## src/rtl/fetch_pkg.sv

```systemverilog
// Shared types and constants for the instruction fetch unit.
package fetch_pkg;

    typedef enum logic [1:0] {
        S_REQ,
        S_WAIT,
        S_DRAIN
    } fetch_state_t;

    localparam logic [31:0] EXC_VECTOR_DEFAULT = 32'h0000_0180;

    // Entry layout for the default 32-bit PC; wider builds keep the same {inst, pc} order.
    localparam int PKG_XLEN = 32;

    typedef struct packed {
        logic [31:0]         inst;
        logic [PKG_XLEN-1:0] pc;
    } fetch_entry_t;

endpackage

```

## src/rtl/fetch_fifo.sv

```systemverilog
// Instruction FIFO with first-word-fall-through head and single-cycle flush.
module fetch_fifo #(
    parameter int DEPTH = 4,
    parameter int WIDTH = 64
) (
    input  logic             clk,
    input  logic             rst,
    input  logic             flush,
    input  logic             push,
    input  logic [WIDTH-1:0] din,
    input  logic             pop,
    output logic [WIDTH-1:0] dout,
    output logic             empty,
    output logic             full
);
    localparam int AW = $clog2(DEPTH);

    logic [WIDTH-1:0] mem [DEPTH];
    logic [AW-1:0]    wr_ptr_reg, rd_ptr_reg;
    logic [AW:0]      count_reg;
    logic             do_push, do_pop;

    assign empty   = (count_reg == '0);
    assign full    = (count_reg == (AW+1)'(DEPTH));
    assign do_pop  = pop && !empty;
    // A full FIFO still accepts a push when the head leaves in the same cycle.
    assign do_push = push && (!full || do_pop);

    // Head is read combinationally so decode sees it in the cycle it lands.
    assign dout = mem[rd_ptr_reg];

    always_ff @(posedge clk) begin
        if (do_push && !flush) begin
            mem[wr_ptr_reg] <= din;
        end
    end

    always_ff @(posedge clk) begin
        if (rst || flush) begin
            wr_ptr_reg <= '0;
            rd_ptr_reg <= '0;
            count_reg  <= '0;
        end else begin
            if (do_push) wr_ptr_reg <= wr_ptr_reg + AW'(1);
            if (do_pop)  rd_ptr_reg <= rd_ptr_reg + AW'(1);
            case ({do_push, do_pop})
                2'b10:   count_reg <= count_reg + (AW+1)'(1);
                2'b01:   count_reg <= count_reg - (AW+1)'(1);
                default: count_reg <= count_reg;
            endcase
        end
    end
endmodule

```

## src/rtl/fetch_unit.sv

```systemverilog
// Single-outstanding instruction fetch with branch/jump redirect and decode FIFO.
// Build macro FETCH_EXC_EN adds the exception redirect and the epc capture port.
module fetch_unit
    import fetch_pkg::*;
#(
    parameter int              XLEN       = 32,
    parameter int              DEPTH      = 4,
    parameter logic [XLEN-1:0] RESET_PC   = '0,
    parameter int              OFF_W      = 12,
    parameter logic [XLEN-1:0] EXC_VECTOR = XLEN'(EXC_VECTOR_DEFAULT)
) (
    input  logic             clk,
    input  logic             rst,
    output logic             imem_req_valid,
    output logic [XLEN-1:0]  imem_req_addr,
    input  logic             imem_req_ready,
    input  logic             imem_rsp_valid,
    input  logic [31:0]      imem_rsp_data,
    output logic             dec_valid,
    output logic [31:0]      dec_inst,
    output logic [XLEN-1:0]  dec_pc,
    input  logic             dec_ready,
    input  logic             br_taken,
    input  logic [XLEN-1:0]  br_pc,
    input  logic [OFF_W-1:0] br_off,
    input  logic             jmp_valid,
    input  logic [XLEN-1:0]  jmp_target
`ifdef FETCH_EXC_EN
    ,
    input  logic             exc_valid,
    output logic [XLEN-1:0]  epc
`endif
);
    localparam int W = 32 + XLEN;

    fetch_state_t    state_reg, state_next;
    logic [XLEN-1:0] pc_reg, pc_next;
    logic [XLEN-1:0] req_addr_reg, req_addr_next;
    logic [XLEN-1:0] br_target, redir_target;
    logic            redir, req_fire, push, pop;
    logic            fifo_empty, fifo_full;
    logic [W-1:0]    fifo_dout;

    assign br_target = br_pc + XLEN'(4) + (XLEN'($signed(br_off)) << 2);

`ifdef FETCH_EXC_EN
    logic [XLEN-1:0] epc_reg;

    assign redir        = exc_valid || jmp_valid || br_taken;
    assign redir_target = exc_valid ? EXC_VECTOR :
                          jmp_valid ? (jmp_target & ~XLEN'(3)) : br_target;

    always_ff @(posedge clk) begin
        if (rst) begin
            epc_reg <= '0;
        end else if (exc_valid) begin
            epc_reg <= fifo_empty ? RESET_PC : fifo_dout[XLEN-1:0];
        end
    end
    assign epc = epc_reg;
`else
    logic unused_exc_vector;

    assign unused_exc_vector = ^EXC_VECTOR;
    assign redir        = jmp_valid || br_taken;
    assign redir_target = jmp_valid ? (jmp_target & ~XLEN'(3)) : br_target;
`endif

    assign imem_req_valid = !rst && (state_reg == S_REQ) && !fifo_full;
    assign imem_req_addr  = pc_reg;
    assign req_fire       = imem_req_valid && imem_req_ready;

    assign dec_valid = !rst && !fifo_empty;
    assign dec_inst  = fifo_dout[W-1:XLEN];
    assign dec_pc    = fifo_dout[XLEN-1:0];
    assign pop       = dec_valid && dec_ready;

    always_comb begin
        state_next    = state_reg;
        pc_next       = pc_reg;
        req_addr_next = req_addr_reg;
        push          = 1'b0;
        case (state_reg)
            S_REQ: begin
                if (req_fire) begin
                    // A request accepted alongside a redirect is still in flight in memory.
                    state_next    = redir ? S_DRAIN : S_WAIT;
                    req_addr_next = pc_reg;
                    pc_next       = pc_reg + XLEN'(4);
                end
            end
            S_WAIT: begin
                if (imem_rsp_valid) begin
                    state_next = S_REQ;
                    push       = !redir;
                end else if (redir) begin
                    state_next = S_DRAIN;
                end
            end
            S_DRAIN: begin
                if (imem_rsp_valid) state_next = S_REQ;
            end
            default: state_next = S_REQ;
        endcase
        if (redir) pc_next = redir_target;
    end

    always_ff @(posedge clk) begin
        if (rst) begin
            state_reg    <= S_REQ;
            pc_reg       <= RESET_PC;
            req_addr_reg <= RESET_PC;
        end else begin
            state_reg    <= state_next;
            pc_reg       <= pc_next;
            req_addr_reg <= req_addr_next;
        end
    end

    fetch_fifo #(
        .DEPTH (DEPTH),
        .WIDTH (W)
    ) u_fifo (
        .clk   (clk),
        .rst   (rst),
        .flush (redir),
        .push  (push),
        .din   ({imem_rsp_data, req_addr_reg}),
        .pop   (pop),
        .dout  (fifo_dout),
        .empty (fifo_empty),
        .full  (fifo_full)
    );
endmodule

```

## config.mk

```make
export PLATFORM = sky130hd
export DESIGN_NAME = fetch_unit
export DESIGN_NICKNAME = d
export VERILOG_FILES = /design/src/rtl/fetch_pkg.sv /design/src/rtl/fetch_fifo.sv /design/src/rtl/fetch_unit.sv
export SDC_FILE = /design/constraint.sdc
export NUM_CORES = 1
export LEC_CHECK = 0
export ABC_AREA = 1
export ABC_CLOCK_PERIOD_IN_PS = 6850
export BUFFER_PORTS_ARGS = -buffer_cell sky130_fd_sc_hd__buf_2
export CAP_MARGIN = 40
export CELL_PAD_IN_SITES_DETAIL_PLACEMENT = 2
export CELL_PAD_IN_SITES_GLOBAL_PLACEMENT = 2
export CORE_MARGIN = 3
export CORE_UTILIZATION = 36
export DETAILED_ROUTE_END_ITERATION = 8
export PLACE_DENSITY_LB_ADDON = 0.3
export RECOVER_POWER = 25
export SLEW_MARGIN = 40
export SYNTH_ARGS = -nofsm -noshare
export SYNTH_HDL_FRONTEND = slang
export SYNTH_SLANG_ARGS = --single-unit
```

## constraint.sdc

```tcl
create_clock -name clk -period 6.85 [get_ports clk]
set_input_delay 1.37 -clock clk [delete_from_list [all_inputs] [get_ports clk]]
set_output_delay 1.37 -clock clk [all_outputs]
set_load 0.05 [all_outputs]
```

* Word level (Yosys, flattened, before mapping)
Memories as Yosys holds them, arrays and structs flattened. A register that Yosys moved wholly into a read port is not among the register bits.
Cells that the tools add are included.
** Cells by class
- Mux-type cells :: 17
- Equal/unequal tests :: 8
- Reduce and logical (&&, ||, !) cells :: 23
- $add $sub $neg :: 7
** Operators by type and width (count)
- $mux 32 :: 4
- $add 32x3->32 const B :: 2
- $add 32x32->32 :: 1
- $mux 2 :: 7
- $logic_and 1x1->1 :: 8
- $pmux 2 s3 :: 1
- $pmux 3 s2 :: 1
- $reduce_bool 2->1 :: 3
- $add 2x1->2 const B :: 2
- $eq 2x1->1 const B :: 2
- $eq 2x2->1 const B :: 2
- $logic_not 1->1 :: 4
- $mux 1 :: 4
- $ne 2x2->1 const B :: 2
- $reduce_and 2->1 :: 2
- $add 3x1->3 const B :: 1
- $eq 3x3->1 const B :: 1
- $logic_not 3->1 :: 1
- $logic_or 1x1->1 :: 3
- $ne 3x3->1 const B :: 1
- $reduce_and 3->1 :: 1
- $sub 3x1->3 const B :: 1
- $logic_not 2->1 :: 1
** Word-level totals
- Memories :: 1
- Output and inout port bits :: 98
- Flip-flop bits (word level) :: 73
- Bits of input ports :: 115
- Bits in writable memories :: 256
- Logic and storage cells :: 62
** Memory list
- u_fifo.mem :: words 4, bits a word 64, read ports 1, clocked after Yosys merged registers in 1, write ports 1, RTL line fetch_fifo.sv:18 : logic [WIDTH-1:0] mem [DEPTH];

* Logic depth before layout (Yosys ltp)
- Depth after elaboration :: 10
- Depth in mapped cells :: 18
- Mapped depth without buffers :: 18

* Cells and area by module
Synthesis repeated with hierarchy kept, for this count alone.
** Second synthesis, totals
- Cells, all modules :: 1637
- Area total of the unflattened synthesis :: 15793.9 um2
** Modules (own cells, without submodules)
- fetch_fifo :: cells an instance 687, seq. area each 7867.5 um2, area each 9929.5 um2, times used 1
- fetch_unit :: cells an instance 950, seq. area each 1321.3 um2, area each 5864.4 um2, times used 1

* Worst setup path before layout
No wires, ideal clock.
- Kind :: input -> register
- Start :: in rst
- End :: mem u_fifo.mem[0][0] (enable)
- Stages :: 6
- Setup slack :: 0.805 ns
- Arrival time :: 5.559 ns
- Path buffers :: 1
- Required time :: 6.364 ns
- Setup time :: 0.486 ns
- Path through :: buf_2 > a31oi_1 > nand2_1 > inv_1 > o21ai_2 > nor2_1
** On the way
- Longest elaborated chain between the ends :: 9
** RTL lines
- from (decl) :: RTL line fetch_unit.sv:13 : input logic rst,
- $logic_not 1->1 :: RTL line fetch_unit.sv:73 : assign dec_valid = !rst && !fifo_empty;
- $logic_and 1x1->1 :: RTL line fetch_unit.sv:73
- via dec_valid :: RTL line fetch_unit.sv:19 : output logic dec_valid,
- $logic_and 1x1->1 :: RTL line fetch_unit.sv:76 : assign pop = dec_valid && dec_ready;
- $logic_and 1x1->1 :: RTL line fetch_fifo.sv:25 : assign do_pop = pop && !empty;
- $logic_or 1x1->1 :: RTL line fetch_fifo.sv:27 : assign do_push = push && (!full || do_pop);
- $logic_and 1x1->1 :: RTL line fetch_fifo.sv:27
- $logic_and 1x1->1 :: RTL line fetch_fifo.sv:33 : if (do_push && !flush) begin
- $mux 1 :: RTL line fetch_fifo.sv:33
- $mux 1 (not written as such) :: RTL line fetch_fifo.sv:34 : mem[wr_ptr_reg] <= din;
- to (decl) :: RTL line fetch_fifo.sv:18
The timed path passes the listed nets, and every way through them passes these cells.

==> results by group <==
Synthesis
  – Ys async rst share: 0%
  – Cell with the most instances after synthesis: nand2_1
  – Post-synth EDFFs: roughly 260
  – Largest cells by area after synthesis: edfxtp_1 49%, dfxtp_1 9.5%, o21ai_0 6.5%
  – Synth top area share: 48.8%
  – Synth area leader: edfxtp_1
  – Syn_nets: 1827
  – Syn Area/Cell: 9.56 sq um
  – Sequential share of the synthesized area: about three fifths
  – Distinct cells, synth: 48
  – Post-Syn Instances: 1648
  – Mapped Area: ~0.016 sq mm
  – Ys Warns: 0
  – Post-synth top flop: edfxtp_1
  – Post-synthesis register bit count: 331
  – Commonest cells post-synth: 265 x nand2_1, 256 x edfxtp_1, 241 x nor2_1

Critical path
  – Required time worst endpoint: 5.48 ns
  – CP endpoint kind: output port
  – Critical path arrival: 3.17 ns
  – Critical-path cell with the highest stage delay: dfxtp_4
  – CP bufs+invs: 3
  – Top delay family on crit path: buffers and inverters
  – Worst-path fanout max: 75
  – Max incr delay on CP: 0.77 ns
  – Startpoint Class: register
  – WS Path Type: reg2out
  – CP cell instances: clkinv_4 > buf_4 > o21ai_0 > o22ai_1 > buf_2

Place
  – Cells after DPL: roughly 2400
  – Number of port buffers: 210
  – DP Area: about 0.017 sq mm
  – Gpl congestion: about 0.84
  – Final HPWL DP: 38600 microns

Floorplanning
  – Core area: roughly 0.043 sq mm
  – Core Rows: 76
  – Die area: 0.0463 sq mm
  – Die Y: 215 microns
  – Initial Util: 36.5%
  – Die Wd: 215 microns
  – IO Pins: 213

Final layout
  – Non-Filler Instances: 2451
  – Share of layout cells above drive strength 1: 15.8%
  – Register Area: about 0.0092 sq mm
  – Area grow syn2layout: 17.5%
  – Max reg flops: 256
  – N_diodes: 0
  – Layout fillers: 4745
  – Utilization after layout: between 40% and 50%
  – Area of the multi-input gates: 0.00577 sq mm
  – Final nets: 2018
  – Fin area: 0.0185 sq mm

Pwr
  – Max VDD drop: 0.138 mV
  – Pleak: 0.00753 uW
  – Pwr dens: 251 mW/mm^2

Worst hold path
  – Hold Crit Class: reg2reg

GRT
  – First-pass GRT wire length: 84900 microns
  – Largest net degree at the start of global routing: 76
  – Vias in the first global route: 14383
  – Total gr overflow: 0
  – Initial antenna violation count: 0
  – Global Route Usage Sum: around a quarter

Timing
  – Min Tclk post-route: 4.54 ns
  – Setup TNS: 0 ns
  – Worst Tran Pin Value: 0.799 ns
  – Maximum achievable frequency: 0.220 GHz
  – Hold slack: approximately 0.5 ns
  – Final Setup Violations: 0
  – Final worst path period share: between 60% and 70%
  – Skew final: 0.0192 ns
  – Max_slew headroom: 46.7%
  – Max-slew violation count: 0
  – Final hold viol count: 0
  – RSZ-0062 raised after global routing: false

Clocking
  – Root buf cell: clkbuf_16
  – # hold bufs at CTS: 0
  – Clock sink count: 331
  – Number of buffers created by CTS: 35
  – Post-CTS Setup Inserts: 0
  – CTS tree: done
  – CTS clock-pin slew for the worst setup and hold paths: about 0.06 ns
  – Max clock buf depth: 3
  – H-tree depth: 2
  – Post-CTS sizing: 0
  – Clk Latency, worst-skew pair: around 0.52 ns

Detailed routing
  – DRT iter0 DRCs: 670
  – Final WL: 54400 microns
  – WL/cell: 22.2 microns
  – Vias per cell: 5.25
  – DRC errors left: 0
  – Antenna-violating nets left: 0
  – First-pass DRT Iterations: 5
  – DR vias: 12860

Run
  – Max Cap Violations: 0

Outcome
  – Status: finished, final reports clean
## cell type report
class                      count  area share [%]
clock inverter                20           0.851
timing repair buffer         225            6.25
inverter                     146            2.99
sequential                   331            49.7
multi-input combinational   1100            31.2
clock buffer                  44            5.14
tap                          585            3.95
## kinds of logic after synthesis
kind of cell    count (synthesis)  share of synthesized area, %
simple gates                  644                          17.2
compound gates                371                          12.9
flops                         331                          58.3
buf+inv                       217                          5.27
fa+ha+maj                      64                          5.18
xor+xnor                       21                          1.17
## through the flow
step                setup WS, ns  total power (uW)
floorplan                  0.805              2630
global placement            2.60              2830
detailed placement          2.81              2850
CTS                         2.25              4700
global route                2.02              4850
finish                      2.31              4650
## layout by cell type (no fill, tap or decap), types with 5 or more instances in the layout
cell,instances
inv_2,7
dfxtp_1,73
o211ai_1,7
nor3_1,15
o21ai_0,205
xor2_1,17
nand4_1,11
ha_1,62
a21oi_1,60
clkbuf_16,36
nor2_4,6
o22ai_1,65
nand2_1,265
clkinv_2,5
buf_4,12
a31oi_1,9
nand3_1,88
edfxtp_1,256
inv_1,135
o21bai_1,6
buf_2,196
clkbuf_1,20
clkinv_1,12
nor2_1,237
## worst paths after layout
| check | from | end | slack, ns | cells after the start |
|---|---|---|---|---|
| max | register | dec_inst[16] | 2.31 | 5 |
| min | req_addr_reg[8]$_SDFFE_PP0P_ | u_fifo.mem[2][8]$_DFFE_PP_ | 0.51 | 0 |
| max reg2reg | u_fifo.count_reg[0]$_SDFFE_PP0P_ | u_fifo.mem[2][7]$_DFFE_PP_ | 4.14 | 7 |
| min reg2reg | req_addr_reg[8]$_SDFFE_PP0P_ | u_fifo.mem[2][8]$_DFFE_PP_ | 0.51 | 0 |
## power by group
group	internal, uW	switching (uW)
Sequential	2200	56.7
Combinational	162	388
Clock	1060	780
Total	3420	1220
## metal layers
layer / vias up / share of wire (%) / global-route usage (%)
li1: 6099 / - / -
met1: 6453 / 41 / 27.9
met2: 236 / 53 / 43.6
met3: 72 / 3.7 / 3.65
met4: 0 / 2.2 / 5.84
met5: - / 0 / 0
(Power assumes the default switching activity.)
